<file path="src/rtl/counter_sched.sv">
// counter_sched: round-robin scheduler that lends one shared up-counter to
// NREQ requesters, each asking for a one-shot delay of a programmable length.
// The owner keeps gnt while the counter runs from 0 up to its delay value.
// The owner then gets a single-cycle done pulse, and the block returns to
// IDLE for at least one cycle before the next grant.
module counter_sched #(
  parameter int NREQ = 4,
  parameter int N    = 20
) (
  input  logic              clk,
  input  logic              rst,
  input  logic [NREQ-1:0]   req,
  input  logic [NREQ*N-1:0] delay,
  output logic [NREQ-1:0]   gnt,
  output logic [NREQ-1:0]   done,
  output logic              busy,
  output logic [N-1:0]      count
);

  localparam int IW = (NREQ > 1) ? $clog2(NREQ) : 1;
  localparam logic [NREQ-1:0] ONE_HOT0 = NREQ'(1);

  typedef enum logic [1:0] {IDLE, RUN, DONE} state_t;

  state_t        state;
  logic [IW-1:0] owner;
  logic [IW-1:0] last;
  logic [IW-1:0] win;
  logic [IW-1:0] cand;
  logic          found;
  logic [N-1:0]  target;

  // Round-robin search: the first requester after the last winner, wrapping modulo NREQ.
  always_comb begin
    win   = last;
    cand  = last;
    found = 1'b0;
    for (int k = 1; k <= NREQ; k++) begin
      cand = IW'((int'(last) + k) % NREQ);
      if (!found && req[cand]) begin
        win   = cand;
        found = 1'b1;
      end
    end
  end

  // Scheduler FSM. Outputs are registered, and the delay is latched only at grant time.
  always_ff @(posedge clk) begin
    if (rst) begin
      state  <= IDLE;
      gnt    <= '0;
      done   <= '0;
      count  <= '0;
      owner  <= '0;
      target <= '0;
      last   <= IW'(NREQ - 1);
    end else begin
      case (state)
        IDLE: begin
          done  <= '0;
          count <= '0;
          if (|req) begin
            state  <= RUN;
            gnt    <= ONE_HOT0 << win;
            owner  <= win;
            last   <= win;
            target <= delay[win*N +: N];
          end else begin
            gnt <= '0;
          end
        end
        RUN: begin
          if (!req[owner]) begin
            // The owner withdrew, so give the counter back without a done pulse.
            state <= IDLE;
            gnt   <= '0;
            count <= '0;
          end else if (count == target) begin
            // Hold count at target. The counter therefore never wraps, even for delay = 2^N-1.
            state <= DONE;
            done  <= ONE_HOT0 << owner;
          end else begin
            count <= count + N'(1);
          end
        end
        DONE: begin
          state <= IDLE;
          gnt   <= '0;
          done  <= '0;
          count <= '0;
        end
        default: begin
          state <= IDLE;
          gnt   <= '0;
          done  <= '0;
          count <= '0;
        end
      endcase
    end
  end

  assign busy = (state != IDLE);

endmodule

</file>
<file path="config.mk">
export PLATFORM = sky130hd
export DESIGN_NAME = counter_sched
export DESIGN_NICKNAME = d
export VERILOG_FILES = /design/src/rtl/counter_sched.sv
export SDC_FILE = /design/constraint.sdc
export NUM_CORES = 1
export LEC_CHECK = 0
export BUFFER_PORTS_ARGS = -buffer_cell sky130_fd_sc_hd__buf_2
export CORE_MARGIN = 2
export CORE_UTILIZATION = 30
export CTS_CLUSTER_SIZE = 24
export DETAILED_ROUTE_END_ITERATION = 10
export SYNTH_ARGS = -nofsm -noshare
export SYNTH_HDL_FRONTEND = slang
export SYNTH_SLANG_ARGS = --single-unit
export TNS_END_PERCENT = 20
</file>
<file path="constraint.sdc">
create_clock -name clk -period 1.6 [get_ports clk]
set_input_delay 0.16 -clock clk [delete_from_list [all_inputs] [get_ports clk]]
set_output_delay 0.16 -clock clk [all_outputs]
set_load 0.03 [all_outputs]
</file>
==> results by group, run 1 <==
Status
  – Run status: complete, but fails checks
  – Failing checks: negative setup slack

Clock network
  – H-tree Lvls: 2
  – CTS tree: done
  – CTS Hold Bufs: 0
  – Max clock buf depth: 2
  – Total CTS buffers: 5
  – Clock latency on the worst-skew pair: about 0.31 ns
  – Clock sink total: 54
  – CTS root buffer: clkbuf_8
  – Reg clk slew, reported paths: ~0.1 ns

Route
  – Via count: 3135
  – Initial detailed-routing violation count: 86
  – Drt pass-1 iters: 4
  – Wire length on met3: approximately 440 um
  – Final wirelength: a little over 9 mm
  – Post-route ant nets: 0
  – Max Used Layer: met4
  – Residual DRC: 0
  – Drt via density: between 4 and 5
  – WL/cell: ~14 um
  – Met1 wire length: ~4.5 mm
  – WL met2: 4.14 mm

Cells and area
  – Layout Nets: just over 600
  – Layout cell share with drive strength beyond 1: between 50% and 60%
  – Antenna diodes: 0
  – Non-Filler Cell Area, Final: about 4800 um2
  – Area delta synth->final: 44.2%
  – Final std cells w/o fill: around 660
  – Post-layout util: about 44%

Pwr
  – Psw: between 1 and 1.5 mW
  – Comb power frac: between 40% and 50%
  – Power density over cell area: just under 900 nW/um2
  – Net Sw Frac: between 30% and 40%
  – Final Power: between 4 and 5 mW
  – Pleak: 2.30 nW
  – Clock power share: between 10% and 20%
  – Flop pwr share: a little under two fifths
  – Cell internal pwr: 2.80 mW
  – Worst vdd ir: about 0.35 mV

Synthesis
  – Post-synthesis instance area: 3320 um2
  – Simple-gate share of the synthesized area: a little over a fifth
  – Avg Cell Area, Syn: 9.46 um2
  – YS warnings: 0
  – Yosys cell types: 55
  – Post-synthesis cell count: 351
  – EDFF count, synth: 0
  – Syn nets: about 440
  – Async set or reset register ratio after synthesis: 0%
  – Post-synthesis sequential element count: 54
  – Largest family of logic cells by synthesized area: simple AND/OR/NAND/NOR gates
  – Adder-cell area share of the yosys netlist: less than 1%
  – Post-synthesis compound-gate area fraction: 11.1%
  – XOR/XNOR Fraction of Synth Area: 8.44%
  – Mux cell area share after synthesis: a little over 20%
  – Seq/Total Area, Yosys: 32.6%
  – Synth Flop Type: dfxtp_1

Floorplanning
  – Core area: between 10000 and 15000 um2
  – Die area: around 12000 um2
  – Die Height: approximately 110 um
  – Die Wd: approximately 110 um
  – Initial core utilization: 30.6%
  – I/O pin count: between 100 and 150
  – Row count: 38

GRT
  – Vias in the first global route: between 3000 and 4000
  – Global-route wire length before repair: between 10 and 15 mm
  – GRT Residual Overflow: 0
  – Initial antenna violation count: 0
  – Largest net degree at the start of global routing: 26
  – GRT Util Overall: 15.4%

Setup path
  – Worst r2r src: count[16]
  – CP max FO: 4
  – R2R Setup Slk: -0.21 ns
  – CP Capture Type: flip-flop
  – Setup crit start kind: flip-flop
  – Worst Path Required: 1.82 ns
  – Worst Path Arrival: between 2 and 2.5 ns
  – WS Path Type: flip-flop to flip-flop
  – Worst Setup SP: count[16]
  – R2R cell count: 7
  – R2r endpoint: count[7]

Timing
  – Fin crit period: 1.81 ns
  – Final setup viols: 37
  – Final Max Tran Viols: 0
  – Final Worst Setup Slack: -0.214 ns
  – Worst Tran Pin Value: 0.415 ns
  – Hold slack: ~0.29 ns
  – Setup TNS: -3.09 ns
  – Crit share post-route: 113%
  – Final hold violations: 0
  – Max Clock Freq: 551 MHz
  – RSZ-0062 raised after global routing: yes
  – Clock skew: ~0.013 ns
  – Slew margin rel.: 72.1%

Hold path
  – Hold Crit Class: input pin to flip-flop
  – Hold path depth: 4
  – Hold Path Origin: delay[27]
  – Hold Path End: target[7]

Placement
  – GP Congestion: a little under 0.8
  – DP HPWL: between 7 and 8 mm
  – Placed Cells: 641
  – Buffers on Ports: around 110
  – Setup WS pre-CTS: -0.161 ns
  – Dpl cell area: 4500 um2

Job
  – Maxcap violations: 0
[state kept, by name, summed over array words and instances, names as in the netlist]
name and flops:
target 20, gnt 4, state 2, owner 2, count 20, done 4
last 2
[power groups by stage]
stage	clock network, mW	registers, mW	logic (mW)
finish	0.807	1.57	1.79
global route	0.864	1.59	1.94
CTS	0.825	1.58	1.74
detailed placement	0	1.60	1.67
global placement	0	1.60	1.65
floorplan	0	1.62	1.08
[worst max-delay path, cell delays in order (launching register included)]
cell and delay (ns):
dfxtp_4 0.38, xor2_1 0.14, nor4_2 0.34, nand3_2 0.21, buf_4 0.20, o2111ai_1 0.21, xor2_1 0.18, nor2_1 0.05
[per-layer routing]
| layer | track usage, % | up-vias |
|---|---|---|
| li1 | - | 1593 |
| met1 | 21.6 | 1425 |
| met2 | 25.1 | 107 |
| met3 | 1.85 | 10 |
| met4 | 3.89 | 0 |
| met5 | 0 | - |
[cell usage in the layout (no fill, tap or decap), drive strengths merged, types with 2 or more instances in the layout]
cell type  instances
and2               3
buf              184
nand3              7
dfxtp             54
o21ai             31
and3               3
nor4               8
nand3b            22
nand2             22
mux2i             44
inv                3
nor2              23
xor2              23
a21oi             16
nand2b             2
o211ai             3
clkbuf             7
or3                6
or2                3
nand4              7
a211oi             2
xnor2              9
mux2              20
nor3               2
[synthesized netlist by cell type (all sizes together) (3+ instances only)]
cell     n  area share (%)
xnor2    9             2.4
nand2   22             3.0
nand3    7             1.2
dfxtp   54              33
mux2i   44              13
and2     3            0.57
clkbuf  12             1.4
or2      3            0.57
mux2    20             6.8
o21ai   31             4.8
inv      3            0.34
nand3b  22             5.0
xor2    23             6.1
or3      6             1.1
and3     3            0.57
nand4    7             2.0
a21oi   16             2.4
buf     12             3.4
nor4     8             3.0
o211ai   3            0.68
nor2    23             2.8
[what timing repair did]
item                       4_1_cts  5_1_grt
setup buffers                    3        7
setup endpoints to repair       46       47
resized for setup               13       19
pin swaps                        6        4
hold endpoints to repair         0        0
[how the worst max path moves through the flow]
stage	slack, ns	to	depth (start not counted)
6_report	-0.21	count[7]	7
5_1_grt	-0.28	count[17]	7
4_1_cts	-0.17	count[19]	7
3_5_place_dp	-0.16	target[6]	7
3_3_place_gp	-0.16	count[19]	7
2_1_floorplan	-0.07	target[19]	6
[cells by family after synthesis]
kind of cell,count (synthesis)
and+or+nand+nor,112
AOI/OAI and AO/OA,60
muxes,65
DFF,54
buffers and inverters,27
xor gates and xnor gates,32
adders and majority gates,1
[layout make-up]
type	count	area [um2]
inverters	3	11.3
fillers	1049	6050
clock buffers	7	86.3
well taps	140	175
flip-flops and latches	54	1130
clock inverters	1	5.00
repair buffers	184	1190
multi-input cells	270	2190
Note: power is estimated with default switching activity, not from simulation.
==> inputs of run 2 (changes only) <==
--- a/config.mk
+++ b/config.mk
@@ -10,6 +10,7 @@
 export CORE_UTILIZATION = 30
 export CTS_CLUSTER_SIZE = 24
 export DETAILED_ROUTE_END_ITERATION = 10
+export SETUP_SLACK_MARGIN = 0.3
 export SYNTH_ARGS = -nofsm -noshare
 export SYNTH_HDL_FRONTEND = slang
 export SYNTH_SLANG_ARGS = --single-unit
==> run 2 against run 1 <==
  * The flow still finishes with violations (negative setup slack)
  * Register-to-register slack better by 0.03 ns
  * Clock skew is 0.00075 ns lower
  * Worst setup slack better by 0.027 ns
  * Clock-buffer cell count is 1 lower
  * Via count is 2.6% higher
  * Core utilization is 3.6 points higher
  * Die area stayed put
  * Sequential share of layout area is 1.4 points lower
  * Wire length is 3.6% higher
  * Fmax is 1.5% higher
  * Hold slack worse by 0.059 ns
==> results by group, run 2 (synthesis gave the netlist of run 1 again) <==
Floorplanning
  – Die area: 11900 um2 (unchanged)
  – Initial core utilization: 30.6% (unchanged)
  – Die Height: 109 um (unchanged)
  – Die Wd: 109 um (unchanged)
  – Core area: 10800 um2 (unchanged)
  – I/O pin count: 115 (unchanged)
  – Row count: 38 (unchanged)

Pwr
  – Final Power: 4.53 mW (+8.5%)
  – Pleak: 2.43 nW (+5.2%)
  – Worst vdd ir: 0.391 mV (+13%)
  – Power density over cell area: 873 nW/um2 (+0.25%)

GRT
  – GRT Util Overall: 16.4% (+0.97 points)
  – Global-route wire length before repair: 15.6 mm (+6.5%)
  – Vias in the first global route: 3200 (+5.9%)
  – GRT Residual Overflow: 0 (unchanged)
  – Largest net degree at the start of global routing: 26 (unchanged)
  – Initial antenna violation count: 0 (unchanged)

Placement
  – Buffers on Ports: 114 (unchanged)
  – GP Congestion: 0.813 (+3.9%)
  – Setup WS pre-CTS: -0.150 ns (+0.0111 ns)
  – DP HPWL: 7.32 mm (about the same)

Timing
  – Final Max Tran Viols: 0 (unchanged)
  – Max Clock Freq: 560 MHz (+1.5%)
  – Worst Tran Pin Value: 0.523 ns (+0.108 ns)
  – RSZ-0062 raised after global routing: yes
  – Final setup viols: 46 (+24%)
  – Fin crit period: 1.79 ns (-0.0268 ns)
  – Final Worst Setup Slack: -0.187 ns (+0.0268 ns)
  – Crit share post-route: 112% (-1.7 points)
  – Slew margin rel.: 64.8% (-7.3 points)
  – Clock skew: 0.0124 ns (-0.000750 ns)
  – Final hold violations: 0 (unchanged)

Cells and area
  – Most frequent cells in the layout: buf_2 (112), buf_4 (53), mux2i_1 (44)
  – Fill cells: 1033 (-1.5%)
  – Area delta synth->final: 56.1%
  – Layout Nets: 611 (+0.99%)
  – Layout cell share with drive strength beyond 1: 57.0% (+5.9 points)
  – Antenna diodes: 0 (unchanged)
  – Most common cell after layout, fill and taps aside: buf_2
  – Multi-input gate area: 2410 um2 (+10%)
  – Top Registers: count: 20 flops, target: 20 flops
  – Area taken by flip-flops and latches: 1150 um2 (+1.9%)

Job
  – Maxcap violations: 0 (unchanged)

Setup path
  – R2R cell count: 8 (+1)
  – CP endpoint: count[18]
  – Worst r2r src: count[5]
  – WS Path Type: flip-flop to flip-flop
  – R2r endpoint: count[18]
  – Worst Path Arrival: 2.00 ns (-0.03 ns)
  – Worst Setup SP: count[5]
  – CP Capture Type: flip-flop
  – Worst Path Required: 1.81 ns (about the same)
  – R2R Setup Slk: -0.19 ns (+0.03 ns)
  – Setup crit start kind: flip-flop
  – CP max FO: 7 (+3)

Route
  – Final wirelength: 9.48 mm (+3.6%)
  – Drt via density: 4.84 (+1.7%)
  – Drt pass-1 iters: 4 (unchanged)
  – Post-route ant nets: 0 (unchanged)
  – Initial detailed-routing violation count: 95 (+10%)
  – Residual DRC: 0 (unchanged)
  – WL/cell: 14.3 um (+2.6%)
  – Via count: 3217 (+2.6%)

Clock network
  – Clock latency on the worst-skew pair: 0.31 ns (about the same)
  – CTS root buffer: clkbuf_8
  – Clock sink total: 54 (unchanged)
  – Max clock buf depth: 2 (unchanged)
  – Reg clk slew, reported paths: 0.10 ns (about the same)
  – Total CTS buffers: 5 (unchanged)
  – CTS tree: done
  – H-tree Lvls: 2 (unchanged)

Hold path
  – Hold Crit Class: input pin to flip-flop

Status
  – Run status: complete, but fails checks
  – Failing checks: negative setup slack
run 2: cell types whose count changed in the layout (fill, tap and decap cells not counted), moves of 3 or more:
cell     previous run  this run
dfxtp_1            32        29
buf_4              58        53
nor4_4              2         5
dfxtp_2            13         9
mux2_2              9         0
buf_6               6        13
dfxtp_4             9        16
mux2_4             11        20
nor4_2              5         2
o21ai_1            25         9
xor2_1             22        19
o21ai_2             1        17
run 2: final cells by class:
| class | count | area share, % |
|---|---|---|
| repair buffers | 190 | 26.0 |
| flip-flops and latches | 54 | 22.2 |
| well taps | 140 | 3.38 |
| clock inverters | 2 | 0.193 |
| inverters | 3 | 0.217 |
| clock buffers | 6 | 1.40 |
| multi-input cells | 270 | 46.6 |
run 2: power by group:
| group | switching [mW] | internal [mW] |
|---|---|---|
| sequential | 0.117 | 1.47 |
| combinational | 0.975 | 1.22 |
| clock | 0.444 | 0.305 |
| total | 1.54 | 2.99 |
run 2: critical path: stages (launching register included):
cell and delay [ns]:
dfxtp_4 0.38, xor2_4 0.19, nor4_4 0.37, and3_4 0.26, buf_6 0.13, buf_4 0.11
a21oi_1 0.07, xnor2_1 0.13, nor2_1 0.05
run 2: what timing repair did:
action / in CTS / in global routing
cloned: 2 / 1
gates resized for setup: 54 / 41
hold buffers: 0 / 0
pin swaps: 17 / 18
setup endpoints to repair: 55 / 56
buffers inserted: 9 / 4
run 2: worst min-delay path by stage:
stage                           from          to  cells past startpoint
after floorplan           target[10]  target[10]                      2
after global placement        gnt[3]      gnt[3]                      2
after detailed placement      gnt[1]      gnt[1]                      2
after CTS                        rst      gnt[1]                      3
after global routing             rst      gnt[1]                      3
final                            rst      gnt[1]                      3
run 2: routing by layer:
| layer | wire length [um] | track usage (%) | share of wire (%) |
|---|---|---|---|
| met4 | 104 | 4.07 | 1.1 |
| met1 | 4500 | 22.7 | 47 |
| met2 | 4450 | 27.2 | 47 |
| met3 | 423 | 1.85 | 4.5 |
| met5 | 0 | 0 | 0 |
run 2: through the flow:
| step | utilization, % | cell area (um2) | std cells | setup TNS, ns | hold WS [ns] |
|---|---|---|---|---|---|
| global placement | 41.7 | 4520 | 641 | -1.60 | 0.431 |
| finish | 47.8 | 5180 | 665 | -3.66 | 0.226 |
| floorplan | - | 3430 | 351 | -1.01 | 0.464 |
| CTS | 45.5 | 4930 | 660 | -2.31 | 0.215 |
| global route | 47.8 | 5180 | 665 | -7.84 | 0.216 |
| detailed placement | 41.7 | 4520 | 641 | -4.14 | 0.446 |
==> inputs of run 3 (changes only) <==
--- a/config.mk
+++ b/config.mk
@@ -7,9 +7,10 @@
 export LEC_CHECK = 0
 export BUFFER_PORTS_ARGS = -buffer_cell sky130_fd_sc_hd__buf_2
 export CORE_MARGIN = 2
-export CORE_UTILIZATION = 30
+export CORE_UTILIZATION = 46
 export CTS_CLUSTER_SIZE = 24
 export DETAILED_ROUTE_END_ITERATION = 10
+export PLACE_DENSITY = 0.77
 export SETUP_SLACK_MARGIN = 0.3
 export SYNTH_ARGS = -nofsm -noshare
 export SYNTH_HDL_FRONTEND = slang
==> run 3 against run 2 <==
  * The run still ends with negative setup slack left
  * Combinational power down 16%
  * Core utilization is 22 points higher
  * Final cell count down 9.6%
  * Fmax down 1.5%
  * Global-route usage rose by 7.9 points
  * Critical path depth shrank 1
  * Flip-flop and latch count stayed put
  * Via count grew 1.7%
  * Register-to-register slack worse by 0.03 ns
  * Clock-buffer cell count did not move
  * Critical path type unchanged
  * Highest routed layer unchanged
==> results by group, run 3 (synthesis gave the netlist of run 1 again) <==
Setup path
  – Worst Path Arrival: 2.04 ns (+0.04 ns)
  – CP Capture Type: flip-flop
  – Cell mode on critical path: xor2_1
  – Worst-path cell chain: xor2_1 > nor4_2 > nand3_2 > buf_6 > o211ai_1 > xor2_1 > nor2_1
  – R2R Setup Slk: -0.21 ns (-0.03 ns)
  – Setup crit start kind: flip-flop
  – Slowest-stage cell, CP: dfxtp_4
  – R2r endpoint: count[11]
  – R2R cell count: 7 (-1)
  – WS Path Type: flip-flop to flip-flop
  – CP max FO: 5 (-2)
  – CP max stage delay: 0.37 ns (about the same)
  – Worst r2r src: count[15]
  – Worst Path Required: 1.82 ns (about the same)

Clock network
  – Total CTS buffers: 5 (unchanged)
  – CTS tree: done
  – CTS Hold Bufs: 0 (unchanged)
  – Reg clk slew, reported paths: 0.11 ns (about the same)
  – Max clock buf depth: 2 (unchanged)
  – Clock latency on the worst-skew pair: 0.32 ns (about the same)
  – H-tree Lvls: 2 (unchanged)
  – Clock sink total: 54 (unchanged)
  – CTS root buffer: clkbuf_8

Pwr
  – Pleak: 2.27 nW (-6.2%)
  – Power density over cell area: 897 nW/um2 (+2.7%)
  – Worst vdd ir: 0.537 mV (+37%)
  – Final Power: 4.33 mW (-4.3%)

Floorplanning
  – Core area: 6910 um2 (-36%)
  – Initial core utilization: 48.1% (+17 points)
  – Die area: 7910 um2 (-34%)
  – Die Wd: 89.0 um (-19%)
  – Die Height: 89.0 um (-19%)
  – I/O pin count: 115 (unchanged)
  – Row count: 30 (-21%)

Cells and area
  – Antenna diodes: 0 (unchanged)
  – Post-layout util: 69.9% (+22 points)
  – Final std cells w/o fill: 601 (-9.6%)
  – Fill cells: 517 (-50%)
  – Non-Filler Cell Area, Final: 4830 um2 (-6.9%)
  – Layout cell share with drive strength beyond 1: 53.7% (-3.3 points)
  – Layout Nets: 591 (-3.3%)
  – Top Registers: count: 20 flops, target: 20 flops
  – Area delta synth->final: 45.4%
  – Most common cell after layout, fill and taps aside: buf_2
  – Most frequent cells in the layout: buf_2 (112), mux2i_1 (44), buf_4 (38)

Timing
  – Slew margin rel.: 66.6% (+1.8 points)
  – Worst Tran Pin Value: 0.496 ns (-0.0271 ns)
  – Max Clock Freq: 551 MHz (-1.5%)
  – Final setup viols: 39 (-15%)
  – Final Worst Setup Slack: -0.214 ns (-0.0270 ns)
  – Crit share post-route: 113% (+1.7 points)
  – Final Max Tran Viols: 0 (unchanged)
  – Fin crit period: 1.81 ns (+0.0270 ns)
  – RSZ-0062 raised after global routing: yes
  – Hold slack: 0.249 ns (+0.0235 ns)
  – Final hold violations: 0 (unchanged)
  – Setup TNS: -3.03 ns (+0.627 ns)
  – Clock skew: 0.0129 ns (+0.000475 ns)

Route
  – Initial detailed-routing violation count: 299 (+210%)
  – Final wirelength: 9.43 mm (-0.51%)
  – Drt pass-1 iters: 4 (unchanged)
  – Post-route ant nets: 0 (unchanged)
  – WL/cell: 15.7 um (+10%)
  – Drt via density: 5.44 (+13%)
  – Residual DRC: 0 (unchanged)
  – Via count: 3271 (+1.7%)

GRT
  – Met3 usage: 3.60% (+1.7 points)
  – Vias in the first global route: 3157 (-1.3%)
  – Met2 Track Usage GR: 41.2% (+14 points)
  – Routing usage on met1: 32.3% (+9.6 points)
  – Initial antenna violation count: 0 (unchanged)
  – GR peak layer: met2
  – Global-route wire length before repair: 15.1 mm (-3.3%)
  – GRT Residual Overflow: 0 (unchanged)
  – GRT Util Overall: 24.3% (+7.9 points)
  – Largest net degree at the start of global routing: 26 (unchanged)

Placement
  – Placed Cells: 585 (-8.7%)
  – Buffers on Ports: 114 (unchanged)
  – GP Congestion: 0.881 (+8.5%)
  – Dpl cell area: 4410 um2 (-2.4%)
  – DP HPWL: 6.93 mm (-5.3%)
  – Setup WS pre-CTS: -0.171 ns (-0.0216 ns)

Hold path
  – Hold Crit Class: input pin to flip-flop
  – Hold Path End: gnt[1]
  – Hold path depth: 3 (unchanged)
  – Hold Path Origin: rst

Status
  – Run status: complete, but fails checks
  – Failing checks: negative setup slack

Job
  – Maxcap violations: 0 (unchanged)
==> run 3: final cells by class <==
class                           count  area [um2]  area share, %
Timing Repair Buffer              170        1160           24.0
Inverter                            3        11.3          0.233
Tap cell                           96         120           2.49
Clock buffer                        6        93.8           1.94
Clock inverter                      2        13.8          0.285
Multi-Input combinational cell    270        2280           47.3
Sequential cell                    54        1150           23.8
==> run 3: repair_timing <==
| item | CTS | global route |
|---|---|---|
| pin swaps | 13 | 14 |
| setup endpoints to repair | 56 | 56 |
| resized for setup | 31 | 31 |
| setup buffers | 6 | 2 |
==> run 3: worst max-delay path: cells and delay by family (launching register included) <==
family / cells / cell delay [ns]
AO/OA/AOI/OAI: 1 / 0.22
buffers and inverters: 1 / 0.18
XOR/XNOR: 2 / 0.34
AND/OR/NAND/NOR: 3 / 0.61
flip-flops: 1 / 0.37
==> run 3: per-layer routing <==
| metal | vias to the layer above | wire length (um) | part of all wire (%) |
|---|---|---|---|
| met5 | - | 0 | 0 |
| met4 | 0 | 208 | 2.2 |
| met3 | 22 | 527 | 5.6 |
| met2 | 147 | 4660 | 49 |
| met1 | 1526 | 4040 | 43 |
| li1 | 1576 | - | - |
==> run 3: worst max path at each step <==
stage                   start    endpoint  depth (start not counted)
floorplan             last[0]  target[19]                          6
global placement    count[15]   count[19]                          6
detailed placement  count[15]   count[19]                          6
CTS                 count[15]   count[19]                          7
global route        count[15]   count[11]                          7
finish              count[15]   count[11]                          7
==> run 3: power by group <==
part           switching, mW  internal (mW)  leakage, nW
logic                  0.865          0.984         1.76
clock network          0.480          0.407       0.0567
registers              0.127           1.46        0.456
total                   1.47           2.86         2.27
